===== config.mk =====
export PLATFORM = sky130hd
export DESIGN_NAME = mixed_precision_sequencer_flat
export DESIGN_NICKNAME = d
export VERILOG_FILES = /design/src/rtl/mixed_precision_sequencer_pkg.sv /design/src/rtl/mixed_precision_sequencer_if.sv /design/src/rtl/mixed_precision_sequencer_ctx_counter.sv /design/src/rtl/mixed_precision_sequencer.sv /design/src/flat_wrapper.sv
export SDC_FILE = /design/constraint.sdc
export NUM_CORES = 1
export LEC_CHECK = 0
export BUFFER_PORTS_ARGS = -buffer_cell sky130_fd_sc_hd__buf_2
export CAP_MARGIN = 20
export CORE_UTILIZATION = 30
export DETAILED_ROUTE_END_ITERATION = 12
export HOLD_SLACK_MARGIN = 0.02
export PLACE_DENSITY = 0.5
export SYNTH_ARGS = -nofsm -noshare
export SYNTH_HDL_FRONTEND = slang
export SYNTH_HIERARCHICAL = 1
export SYNTH_SLANG_ARGS = --single-unit

===== constraint.sdc =====
create_clock -name clk -period 6 [get_ports clk]
set_input_delay 1.2 -clock clk [delete_from_list [all_inputs] [get_ports clk]]
set_output_delay 1.2 -clock clk [all_outputs]
set_load 0.02 [all_outputs]

===== src/rtl/mixed_precision_sequencer_pkg.sv =====
// Shared types and constants for the mixed-precision sequencer: opcodes, sub-word formats,
// the source select encoding and the format-to-ratio helper.
package mixed_precision_sequencer_pkg;

    localparam logic [6:0]  OPCODE_VECOP    = 7'h57;
    localparam logic [6:0]  OPCODE_MAC_LOAD = 7'h0b;
    localparam logic [6:0]  OPCODE_SYSTEM   = 7'h73;

    localparam logic [5:0]  VEC_OP_DOTUP    = 6'b100000;
    localparam logic [5:0]  VEC_OP_DOTUSP   = 6'b100010;
    localparam logic [5:0]  VEC_OP_DOTSP    = 6'b100110;
    localparam logic [5:0]  VEC_OP_SDOTUP   = 6'b101000;
    localparam logic [5:0]  VEC_OP_SDOTUSP  = 6'b101010;
    localparam logic [5:0]  VEC_OP_SDOTSP   = 6'b101110;

    localparam logic [11:0] CSR_MIXED_CYCLE = 12'h00D;

    typedef enum logic [2:0] {
        IVEC_NONE  = 3'd0,
        MIXED_2x4  = 3'd1,
        MIXED_4x8  = 3'd2,
        MIXED_8x16 = 3'd3,
        MIXED_2x8  = 3'd4,
        MIXED_4x16 = 3'd5,
        MIXED_2x16 = 3'd6,
        IVEC_OTHER = 3'd7
    } ivec_mode_fmt_e;

    typedef enum logic [1:0] {
        MPC_CSR       = 2'd0,
        MPC_CSR_WRITE = 2'd1,
        MPC_MIX_CNTRL = 2'd2
    } mux_sel_mpc_e;

    // log2 of the operand width ratio; the cycle count per op is 2^result
    function automatic logic [1:0] fmt_log2(input ivec_mode_fmt_e fmt);
        case (fmt)
            MIXED_2x4, MIXED_4x8, MIXED_8x16: fmt_log2 = 2'd1;
            MIXED_2x8, MIXED_4x16:            fmt_log2 = 2'd2;
            MIXED_2x16:                       fmt_log2 = 2'd3;
            default:                          fmt_log2 = 2'd0;
        endcase
    endfunction

endpackage


===== src/rtl/mixed_precision_sequencer_if.sv =====
// Decoder-side bundle of the mixed-precision sequencer: the decoder drives (master),
// the sequencer consumes and reports its cycle state (slave).
interface mixed_precision_sequencer_if
    import mixed_precision_sequencer_pkg::*;
#(
    parameter int NUM_CTX        = 2,
    parameter int MAX_RATIO_LOG2 = 3,
    parameter int SKIP_W         = 4
);
    localparam int CYC_W = (MAX_RATIO_LOG2 < 1) ? 1 : MAX_RATIO_LOG2;
    localparam int CTX_W = (NUM_CTX < 2) ? 1 : $clog2(NUM_CTX);

    logic                     illegal_insn_i;
    logic                     is_decoding_i;
    logic                     ex_ready_i;
    logic [31:0]              instr_rdata_i;
    ivec_mode_fmt_e           ivec_fmt_i;
    logic [CTX_W-1:0]         ctx_i;
    logic [SKIP_W-1:0]        skip_size_i;
    logic                     csr_we_i;
    logic [CTX_W-1:0]         csr_ctx_i;
    logic [CYC_W-1:0]         csr_wdata_i;
    logic                     clear_i;
    logic [CYC_W-1:0]         cycle_o;
    logic [NUM_CTX*CYC_W-1:0] cycle_all_o;
    logic                     wrap_o;
    mux_sel_mpc_e             mux_sel_mpc_o;

    modport master (
        output illegal_insn_i, is_decoding_i, ex_ready_i, instr_rdata_i, ivec_fmt_i, ctx_i,
               skip_size_i, csr_we_i, csr_ctx_i, csr_wdata_i, clear_i,
        input  cycle_o, cycle_all_o, wrap_o, mux_sel_mpc_o
    );

    modport slave (
        input  illegal_insn_i, is_decoding_i, ex_ready_i, instr_rdata_i, ivec_fmt_i, ctx_i,
               skip_size_i, csr_we_i, csr_ctx_i, csr_wdata_i, clear_i,
        output cycle_o, cycle_all_o, wrap_o, mux_sel_mpc_o
    );

endinterface


===== src/rtl/mixed_precision_sequencer_ctx_counter.sv =====
// One sequencing context: skip counter gating a modulo-R cycle counter, with clear and
// preload overrides (clear > preload > advance).
module mps_ctx_counter #(
    parameter int SKIP_W = 4,
    parameter int CYC_W  = 3
) (
    input  logic              clk,
    input  logic              rst_n,
    input  logic              clear_i,
    input  logic              load_i,
    input  logic [CYC_W-1:0]  load_val_i,
    input  logic              adv_i,
    input  logic [SKIP_W-1:0] skip_size_i,
    input  logic [CYC_W-1:0]  rmax_i,
    output logic [CYC_W-1:0]  cycle_o,
    output logic              wrap_o
);

    logic [SKIP_W-1:0] skip_q, skip_d;
    logic [CYC_W-1:0]  cycle_q, cycle_d;
    logic [SKIP_W:0]   skip_inc;
    logic [SKIP_W:0]   skip_lim;

    // One extra bit so an all-ones skip counter still compares correctly
    assign skip_inc = {1'b0, skip_q} + {{SKIP_W{1'b0}}, 1'b1};
    assign skip_lim = (skip_size_i == '0) ? {{SKIP_W{1'b0}}, 1'b1} : {1'b0, skip_size_i};

    always_comb begin
        skip_d  = skip_q;
        cycle_d = cycle_q;
        wrap_o  = 1'b0;
        if (clear_i) begin
            skip_d  = '0;
            cycle_d = '0;
        end else if (load_i) begin
            skip_d  = '0;
            cycle_d = load_val_i;
        end else if (adv_i) begin
            if (skip_inc < skip_lim) begin
                skip_d = skip_inc[SKIP_W-1:0];
            end else begin
                skip_d = '0;
                // >= so a shrunken format or an oversized preload folds back to 0
                if (cycle_q >= rmax_i) begin
                    cycle_d = '0;
                    wrap_o  = (cycle_q != '0) && (rmax_i != '0);
                end else begin
                    cycle_d = cycle_q + {{(CYC_W-1){1'b0}}, 1'b1};
                end
            end
        end
    end

    always_ff @(posedge clk) begin
        if (!rst_n) begin
            skip_q  <= '0;
            cycle_q <= '0;
        end else begin
            skip_q  <= skip_d;
            cycle_q <= cycle_d;
        end
    end

    assign cycle_o = cycle_q;

endmodule


===== src/rtl/mixed_precision_sequencer.sv =====
// Mixed-precision cycle sequencer beside the ID-stage decoder: decodes mixed ops, steers
// fire/preload to per-context counters and registers the MPC source select.
module mixed_precision_sequencer
    import mixed_precision_sequencer_pkg::*;
#(
    parameter int NUM_CTX        = 2,
    parameter int MAX_RATIO_LOG2 = 3,
    parameter int SKIP_W         = 4
) (
    input logic                      clk,
    input logic                      rst_n,
    mixed_precision_sequencer_if.slave bus
);

    localparam int CYC_W = (MAX_RATIO_LOG2 < 1) ? 1 : MAX_RATIO_LOG2;
    localparam int CTX_W = (NUM_CTX < 2) ? 1 : $clog2(NUM_CTX);

    logic [6:0]  opcode;
    logic [5:0]  funct6;
    logic        is_vec_mix, is_mac_load, is_mix_op, is_csr_write, fire;
    logic [CYC_W-1:0] rmax;
    int unsigned      ratio_lg;
    logic [NUM_CTX-1:0][CYC_W-1:0] cyc_arr;
    logic [NUM_CTX-1:0]            wrap_arr;
    logic [CYC_W-1:0]              cycle_sel;
    mux_sel_mpc_e mux_sel_q, mux_sel_d;
    logic         unused_instr;

    assign opcode       = bus.instr_rdata_i[6:0];
    assign funct6       = bus.instr_rdata_i[31:26];
    assign unused_instr = ^bus.instr_rdata_i[19:14];

    assign is_vec_mix  = (opcode == OPCODE_VECOP) &&
                         (funct6 inside {VEC_OP_DOTUP, VEC_OP_DOTUSP, VEC_OP_DOTSP,
                                         VEC_OP_SDOTUP, VEC_OP_SDOTUSP, VEC_OP_SDOTSP});
    assign is_mac_load = (opcode == OPCODE_MAC_LOAD) && (bus.instr_rdata_i[11:7] != 5'd0);
    assign is_mix_op   = is_vec_mix || is_mac_load;
    assign is_csr_write = (opcode == OPCODE_SYSTEM) &&
                          (bus.instr_rdata_i[31:20] == CSR_MIXED_CYCLE) &&
                          (bus.instr_rdata_i[13:12] == 2'b01);
    assign fire = !bus.illegal_insn_i && bus.is_decoding_i && bus.ex_ready_i && is_mix_op;

    always_comb begin
        ratio_lg = 32'(fmt_log2(bus.ivec_fmt_i));
        if (ratio_lg > MAX_RATIO_LOG2) ratio_lg = MAX_RATIO_LOG2;
        rmax = CYC_W'((32'd1 << ratio_lg) - 32'd1);
    end

    for (genvar g = 0; g < NUM_CTX; g++) begin : g_ctx
        mps_ctx_counter #(
            .SKIP_W (SKIP_W),
            .CYC_W  (CYC_W)
        ) u_cnt (
            .clk         (clk),
            .rst_n       (rst_n),
            .clear_i     (bus.clear_i),
            .load_i      (bus.csr_we_i && (bus.csr_ctx_i == CTX_W'(g))),
            .load_val_i  (bus.csr_wdata_i),
            .adv_i       (fire && (bus.ctx_i == CTX_W'(g))),
            .skip_size_i (bus.skip_size_i),
            .rmax_i      (rmax),
            .cycle_o     (cyc_arr[g]),
            .wrap_o      (wrap_arr[g])
        );
    end

    always_comb begin
        cycle_sel = '0;
        for (int k = 0; k < NUM_CTX; k++) begin
            if (bus.ctx_i == CTX_W'(k)) cycle_sel = cyc_arr[k];
        end
    end

    // Only the addressed counter can advance, so any wrap belongs to ctx_i
    assign bus.wrap_o      = rst_n && (|wrap_arr);
    assign bus.cycle_o     = rst_n ? cycle_sel : '0;
    assign bus.cycle_all_o = rst_n ? cyc_arr : '0;

    always_comb begin
        mux_sel_d = MPC_CSR;
        if (is_csr_write)   mux_sel_d = MPC_CSR_WRITE;
        else if (is_mix_op) mux_sel_d = MPC_MIX_CNTRL;
    end

    always_ff @(posedge clk) begin
        if (!rst_n) mux_sel_q <= MPC_CSR;
        else        mux_sel_q <= mux_sel_d;
    end

    assign bus.mux_sel_mpc_o = mux_sel_q;

endmodule


===== src/flat_wrapper.sv =====
// flat-port wrapper written by rule: the top's interface ports become plain ports
module mixed_precision_sequencer_flat import mixed_precision_sequencer_pkg::*;
#(
    parameter int NUM_CTX        = 2,
    parameter int MAX_RATIO_LOG2 = 3,
    parameter int SKIP_W         = 4
)
  (clk, rst_n, bus_illegal_insn_i, bus_is_decoding_i, bus_ex_ready_i, bus_instr_rdata_i, bus_ivec_fmt_i, bus_ctx_i, bus_skip_size_i, bus_csr_we_i, bus_csr_ctx_i, bus_csr_wdata_i, bus_clear_i, bus_cycle_o, bus_cycle_all_o, bus_wrap_o, bus_mux_sel_mpc_o);
  mixed_precision_sequencer_if #(.NUM_CTX(NUM_CTX), .MAX_RATIO_LOG2(MAX_RATIO_LOG2), .SKIP_W(SKIP_W)) bus_i ();
  input logic clk;
  input logic rst_n;
  input wire logic [$bits(bus_i.illegal_insn_i)-1:0] bus_illegal_insn_i;
  input wire logic [$bits(bus_i.is_decoding_i)-1:0] bus_is_decoding_i;
  input wire logic [$bits(bus_i.ex_ready_i)-1:0] bus_ex_ready_i;
  input wire logic [$bits(bus_i.instr_rdata_i)-1:0] bus_instr_rdata_i;
  input wire logic [$bits(bus_i.ivec_fmt_i)-1:0] bus_ivec_fmt_i;
  input wire logic [$bits(bus_i.ctx_i)-1:0] bus_ctx_i;
  input wire logic [$bits(bus_i.skip_size_i)-1:0] bus_skip_size_i;
  input wire logic [$bits(bus_i.csr_we_i)-1:0] bus_csr_we_i;
  input wire logic [$bits(bus_i.csr_ctx_i)-1:0] bus_csr_ctx_i;
  input wire logic [$bits(bus_i.csr_wdata_i)-1:0] bus_csr_wdata_i;
  input wire logic [$bits(bus_i.clear_i)-1:0] bus_clear_i;
  output wire logic [$bits(bus_i.cycle_o)-1:0] bus_cycle_o;
  output wire logic [$bits(bus_i.cycle_all_o)-1:0] bus_cycle_all_o;
  output wire logic [$bits(bus_i.wrap_o)-1:0] bus_wrap_o;
  output wire logic [$bits(bus_i.mux_sel_mpc_o)-1:0] bus_mux_sel_mpc_o;
  assign bus_i.illegal_insn_i = bus_illegal_insn_i;
  assign bus_i.is_decoding_i = bus_is_decoding_i;
  assign bus_i.ex_ready_i = bus_ex_ready_i;
  assign bus_i.instr_rdata_i = bus_instr_rdata_i;
  assign bus_i.ivec_fmt_i = bus_ivec_fmt_i;
  assign bus_i.ctx_i = bus_ctx_i;
  assign bus_i.skip_size_i = bus_skip_size_i;
  assign bus_i.csr_we_i = bus_csr_we_i;
  assign bus_i.csr_ctx_i = bus_csr_ctx_i;
  assign bus_i.csr_wdata_i = bus_csr_wdata_i;
  assign bus_i.clear_i = bus_clear_i;
  assign bus_cycle_o = bus_i.cycle_o;
  assign bus_cycle_all_o = bus_i.cycle_all_o;
  assign bus_wrap_o = bus_i.wrap_o;
  assign bus_mux_sel_mpc_o = bus_i.mux_sel_mpc_o;
  mixed_precision_sequencer #(.NUM_CTX(NUM_CTX), .MAX_RATIO_LOG2(MAX_RATIO_LOG2), .SKIP_W(SKIP_W)) u_core (.clk(clk), .rst_n(rst_n), .bus(bus_i));
endmodule

==> impl_metrics.py, run 1 <==
metrics = {
    "run_status": {
        "status": "complete, no violations",
    },
    "route": {
        "detailroute.via_count": 1618,
        "initialDrtViolationCount": 75,
        "drt_wl_total_mm": 4.194,
        "drtPass1Iterations": 4,
        "detail_route.drc_violations": 0,
        "avgViaCountPerCell": 4.948,
        "wl_per_cell_um": 12.83,
        "detail-route-antenna-nets": 0,
    },
    "worst_setup_path": {
        "reg2reg_slack_ns": 3.79,
        "critPathKind": "in -> out",
        "crit_path_max_fanout": 10,
        "timing.rr.start": "u_core/g_ctx[0].u_cnt/skip_q[0]$_SDFFE_PP0P_",
        "cp_launch_type": "input pin",
        "arrival_ns": 3.44,
        "setup.worst_path.start": "bus_instr_rdata_i[3]",
        "crit_path_end_kind": "output pin",
        "worst-endpoint-required_ns": 4.80,
    },
    "place": {
        "dpl_worst_slack_ns": 1.353,
        "placed_cell_area_um2": 2022,
        "io_buffers": 56,
        "dpl.hpwl_mm": 3.378,
        "gp_congestion": 0.7095,
    },
    "hold_path": {
        "holdCritStartpoint": "u_core/g_ctx[1].u_cnt/skip_q[1]$_SDFFE_PP0P_",
        "path_type_of_the_worst_min_delay_path": "reg -> reg",
    },
    "die": {
        "design.portCount": 63,
        "initial_core_util": 0.3211,
        "placeableCoreArea_um2": 5238,
        "row_cnt": 26,
        "die_x_um": 76.87,
        "floorplan.die.height_um": 76.87,
        "die-area_um2": 5909,
    },
    "global_route": {
        "grt_start_max_net_pins": 15,
        "grt.met3_usage": 0.02262,
        "groute.usage.overall": 0.1471,
        "grt_antenna_before_repair": 0,
        "grtUsageMet1": 0.1907,
        "grt.busiest_layer": "met2",
        "gr-total-overflow": 0,
        "grt_pass1_vias": 1638,
        "grt_first_pass_wirelength_mm": 7.093,
        "global_route.usage.met2": 0.2455,
    },
    "finish": {
        "flow.area_growth_from_synthesis_pct": 23.51,
        "stdcell_area_um2": 2077,
        "post_route_cells_drive_above_1_share": 0.2724,
        "antenna_cells_inserted": 0,
        "multi_input_area_um2": 1266,
        "nets": 327,
        "layout.area.seq_um2": 320.3,
        "filler_cells_inserted": 561,
    },
    "clocking": {
        "clock_tree.htree_level_count": 1,
        "cts_inserted_buffers": 3,
        "cts_resized": 0,
        "clock_tree.buffer_depth": 2,
        "clock_latency_on_the_worst_skew_pair_ns": 0.25,
        "clk_pin_slew_ns": 0.07,
        "cts.sink_count": 16,
        "tritoncts": "yes",
        "post-cts-setup-buffers": 0,
        "cts-hold-fix-buffers": 0,
        "clk_root_buffer_cell": "clkbuf_8",
    },
    "sta": {
        "worst_slew_margin_rel": 0.4365,
        "tightestPinTransition_ns": 0.8383,
        "post-route-min-period_ns": 4.643,
        "final_setup_vio_count": 0,
        "timing_hold_violations_final": 0,
        "fin_tns_setup_ns": 0,
        "final.setup.worst_slack_ns": 1.357,
        "final_max_slew_viol_count": 0,
        "finalCritPeriodShare": 0.7739,
        "worst_clock_skew_ns": 0.0008437,
        "maxClockFrequency_mhz": 215.4,
        "rsz0062_at_grt": "no",
    },
    "synthesis": {
        "ys_seq_area_frac": 0.1905,
        "synth_seq_cells": 16,
        "ys_types": 40,
        "synthesis.area_um2": 1682,
        "postSynthNetCount": 272,
        "synth_cells": 203,
        "synth_area_leader_cell": "dfxtp_1",
        "syn_warnings": 6,
        "synth-edff-count": 0,
        "synth.avg_cell_area_um2": 8.284,
        "synth.top_cells.by_area": "dfxtp_1 (19%), ha_1 (13%), and2_1 (5.6%), mux2i_1 (5.4%), nand2b_1 (4.8%)",
        "synth-async-reset-ratio": 0,
        "yosys_most_used_dff": "dfxtp_1",
        "yosysTopAreaCellShare": 0.1905,
    },
    "power_and_ir_drop": {
        "power_density_nw_per_um2": 122.9,
        "irDropWorstVdd_v": 0.00005938,
        "power.static_leakage_nw": 0.9727,
    },
    "run": {
        "drv_cap": 0,
    },
}
[sequential cells by signal (all words and copies together), names as in the netlist]
| signal | flops |
|---|---|
| u_core/g_ctx.u_cnt/skip_q | 8 |
| u_core/bus.mux_sel_mpc_o | 2 |
| u_core/g_ctx.u_cnt/cycle_o | 6 |
[logic make-up after synthesis]
logic type,after synthesis,share of synthesized area
and+or+nand+nor,89,0.3274
AOI/OAI and AO/OA,41,0.2068
buffers and inverters,24,0.05655
adders and majority gates,18,0.1339
DFF,16,0.1905
muxes,9,0.05357
xor gates and xnor gates,6,0.03125
[synth_stat cells, types with 2 or more instances]
master     count
ha_1          18
inv_1         18
dfxtp_1       16
and2_1        15
nand2_1       14
nand2b_1      13
a21oi_1       10
mux2i_1        9
a2111oi_0      8
nor2b_1        8
nor2_1         6
o21ai_0        6
nand4_1        5
a21o_1         4
buf_2          4
nand3_1        4
xnor2_1        4
and3_1         3
and4b_1        3
nand4b_1       3
nor3_1         3
nor4_1         3
a2111oi_4      2
a211o_1        2
a211oi_2       2
clkbuf_1       2
nor4b_1        2
o211ai_1       2
o2bb2ai_2      2
xor2_1         2
[critical path: stages]
cell and delay [ns]:
buf_2 0.11, or4_4 0.53, o22a_2 0.29, nor4b_2 0.72, and4b_1 0.30, o21a_1 0.14, buf_2 0.16
[through the flow]
step             util  hold slack [ns]  cells  power, mW
6_report       0.3966           0.4918    327     0.2552
5_1_grt        0.3966           0.5227    327     0.2706
4_1_cts        0.3966           0.4948    327     0.2611
3_5_place_dp   0.3860           0.4824    323     0.1612
3_3_place_gp   0.3860           0.4810    323     0.1610
2_1_floorplan       -           0.4623    203     0.1382
[cell type report]
class	count	share of cell area
repair buffers	56	0.1349
inverters	18	0.03253
clock buffers	4	0.02651
well taps	70	0.04217
multi-input cells	163	0.6096
flip-flops and latches	16	0.1542
[final timing paths]
path / end / cells after the start
setup / recovery: bus_wrap_o / 7
hold / removal: u_core/g_ctx[1].u_cnt/skip_q[1]$_SDFFE_PP0P_ / 2
setup reg to reg: u_core/g_ctx[0].u_cnt/cycle_o[1]$_SDFFE_PP0P_ / 7
hold reg to reg: u_core/g_ctx[1].u_cnt/skip_q[1]$_SDFFE_PP0P_ / 2
[cell usage in the layout (no fill, tap or decap), types with 3 or more instances in the layout]
master / count
nand3_1: 4
ha_1: 18
nor2b_1: 8
nand2b_1: 13
nand4_1: 5
inv_1: 18
nor2_1: 6
and4b_1: 3
and2_1: 15
a2111oi_0: 8
and3_1: 3
buf_2: 56
nor3_1: 3
nand2_1: 14
xnor2_1: 4
nand4b_1: 3
a21oi_1: 10
o21ai_0: 6
dfxtp_1: 16
clkbuf_8: 4
mux2i_1: 9
a21o_1: 4
nor4_1: 3
[routing by layer]
layer,up-vias,part of all wire
met5,-,0
met4,0,0.013
met3,5,0.038
met2,32,0.44
met1,729,0.51
li1,852,-
[where the power goes]
| part | internal, mW | switching [mW] | leakage, nW |
|---|---|---|---|
| Clock | 0.0582 | 0.0383 | 0.0288 |
| Sequential | 0.107 | 0.000610 | 0.129 |
| Combinational | 0.0243 | 0.0273 | 0.815 |
No activity file was read; power rests on OpenSTA's default activity.
==> run 2: changes to the inputs <==
==> constraint.sdc (replaced) <==
create_clock -name clk -period 4.63 [get_ports clk]
set_input_delay 0.926 -clock clk [delete_from_list [all_inputs] [get_ports clk]]
set_output_delay 0.926 -clock clk [all_outputs]
set_load 0.02 [all_outputs]
==> run 2 against run 1 <==
Non-clock buffer count is 3 higher. Global-route usage is 0.61 points higher. Clock skew hardly changed. Hold slack hardly changed. Sequential cell count stayed put. Critical path depth is 1 higher. Combinational power is 32% higher. Power is 30% higher. Via count is 0.37% higher. First-iteration DRC count is 15% higher. Critical path type unchanged. Largest power group unchanged. Highest routed layer unchanged.
==> impl_metrics.py, run 2 (synthesized netlist as in run 1, its figures left out) <==
metrics = {
    "run_status": {
        "status": "complete, no violations",
    },
    "finish": {
        "layout.area.seq_um2": 320.3,
        "regMostFlops": "u_core/g_ctx.u_cnt/skip_q",
        "final_cell_mix": "buf_2 (56), inv_1 (18), ha_1 (18)",
        "post_route_cells_drive_above_1_share": 0.2808,
        "flow.area_growth_from_synthesis_pct": 24.85,
        "layout_commonest_cell": "buf_2",
        "count_of_non_filler_cells_in_the_finished_layout": 330,
        "flip_flop_count_of_the_largest_register_after_layout": 8,
        "antenna_cells_inserted": 0,
        "final_core_utilization": 0.4009,
        "multi_input_area_um2": 1266,
        "nets": 330,
        "filler_cells_inserted": 555,
    },
    "sta": {
        "worst_clock_skew_ns": 0.0004574,
        "rsz0062_at_grt": "no",
        "post-route-min-period_ns": 3.740,
        "final_setup_vio_count": 0,
        "tightestPinTransition_ns": 0.4876,
        "fin_tns_setup_ns": 0,
        "final.setup.worst_slack_ns": 0.8901,
        "final_max_slew_viol_count": 0,
        "worst_slew_margin_rel": 0.6720,
        "finalCritPeriodShare": 0.8078,
        "maxClockFrequency_mhz": 267.4,
        "timing_hold_violations_final": 0,
    },
    "clocking": {
        "clock_latency_on_the_worst_skew_pair_ns": 0.25,
        "clock_tree.htree_level_count": 1,
        "clk_root_buffer_cell": "clkbuf_8",
        "tritoncts": "yes",
        "cts.sink_count": 16,
        "post-cts-setup-buffers": 0,
        "cts-hold-fix-buffers": 0,
        "cts_inserted_buffers": 3,
        "cts_resized": 0,
        "clock_tree.buffer_depth": 2,
        "clk_pin_slew_ns": 0.06,
    },
    "worst_setup_path": {
        "crit_path_max_fanout": 10,
        "crit_path_most_repeated_cell": "buf_2",
        "timing.critical_path.slowest_cell_delay_ns": 0.52,
        "worst_path_max_delay_cell": "or4_4",
        "worstPathCellList": "buf_2, or4_4, o22a_2, nor4b_2, buf_4, and4b_1, o21a_1, buf_2",
        "crit_path_end_kind": "output pin",
        "cp_launch_type": "input pin",
        "critPathKind": "in -> out",
        "arrival_ns": 2.81,
        "worst-endpoint-required_ns": 3.70,
    },
    "run": {
        "drv_cap": 0,
    },
    "die": {
        "initial_core_util": 0.3211,
        "placeableCoreArea_um2": 5238,
        "die-area_um2": 5909,
        "die_x_um": 76.87,
        "floorplan.die.height_um": 76.87,
        "row_cnt": 26,
        "design.portCount": 63,
    },
    "place": {
        "gp_congestion": 0.7138,
        "placed_cells_incl_taps": 326,
        "dpl_worst_slack_ns": 0.8745,
        "io_buffers": 56,
        "dpl.hpwl_mm": 3.347,
    },
    "route": {
        "avgViaCountPerCell": 4.921,
        "wl_per_cell_um": 12.57,
        "detailroute.via_count": 1624,
        "drt_wl_total_mm": 4.149,
        "drtPass1Iterations": 4,
        "initialDrtViolationCount": 86,
        "detail-route-antenna-nets": 0,
        "detail_route.drc_violations": 0,
    },
    "power_and_ir_drop": {
        "power.static_leakage_nw": 0.9888,
        "p_int_uw": 245.8,
        "switching_share": 0.2603,
        "net-switching-power_uw": 86.50,
        "seqPwrFrac": 0.418,
        "share_clk_of_total_power": 0.378,
        "comb_power_share": 0.204,
        "irDropWorstVdd_v": 0.00008432,
        "power_density_nw_per_um2": 158.3,
    },
    "global_route": {
        "grt_first_pass_wirelength_mm": 7.307,
        "grt_antenna_before_repair": 0,
        "grt_pass1_vias": 1631,
        "grt_start_max_net_pins": 15,
        "gr-total-overflow": 0,
        "groute.usage.overall": 0.1531,
    },
    "hold_path": {
        "path_type_of_the_worst_min_delay_path": "reg -> reg",
    },
}
==> run 2: cell types whose count changed in the layout (fill, tap and decap cells not counted) <==
cell / change
buf_4: +3
==> run 2: area by class of cell <==
cell class	instances	area share
multi-input combinational	163	0.6031
sequential	16	0.1526
timing repair buffer	59	0.1442
tap	70	0.04172
inverter	18	0.03218
clock buffer	4	0.02622
==> run 2: per-layer routing <==
layer  vias to the layer above  global-route usage  share of wire
met3                         5             0.01429          0.033
met1                       732              0.2014           0.50
li1                        854                   -              -
met4                         0             0.06731          0.018
met2                        33              0.2518           0.44
met5                         -                   0              0
==> run 2: final timing paths <==
path / depth (start not counted) / from / to / slack, ns
worst min-delay path: 2 / u_core/g_ctx[0].u_cnt/skip_q[1]$_SDFFE_PP0P_ / u_core/g_ctx[0].u_cnt/skip_q[1]$_SDFFE_PP0P_ / 0.49
worst max register to register: 7 / u_core/g_ctx[1].u_cnt/skip_q[0]$_SDFFE_PP0P_ / u_core/g_ctx[1].u_cnt/cycle_o[2]$_SDFFE_PP0P_ / 2.44
worst max-delay path: 8 / bus_instr_rdata_i[3] / bus_wrap_o / 0.89
worst min register to register: 2 / u_core/g_ctx[0].u_cnt/skip_q[1]$_SDFFE_PP0P_ / u_core/g_ctx[0].u_cnt/skip_q[1]$_SDFFE_PP0P_ / 0.49
==> run 2: power groups by stage <==
| stage | Sequential (mW) | Clock, mW | Combinational, mW |
|---|---|---|---|
| floorplan | 0.142 | 0 | 0.0375 |
| global placement | 0.142 | 0 | 0.0675 |
| detailed placement | 0.142 | 0 | 0.0681 |
| CTS | 0.139 | 0.134 | 0.0686 |
| global route | 0.139 | 0.138 | 0.0768 |
| finish | 0.139 | 0.126 | 0.0679 |
==> run 2: critical path, delay by kind of cell <==
kind / cells / cell delay [ns]
AND/OR/NAND/NOR: 3 / 1.00
buffers and inverters: 3 / 0.46
AO/OA/AOI/OAI: 2 / 0.42
==> run 2: through the flow <==
stage / total power, mW / area, um^2 / hold WS, ns
floorplan: 0.1791 / 1682 / 0.4623
global placement: 0.2095 / 2044 / 0.4773
detailed placement: 0.2101 / 2044 / 0.4828
CTS: 0.3411 / 2100 / 0.4921
global route: 0.3535 / 2100 / 0.5116
finish: 0.3323 / 2100 / 0.4917
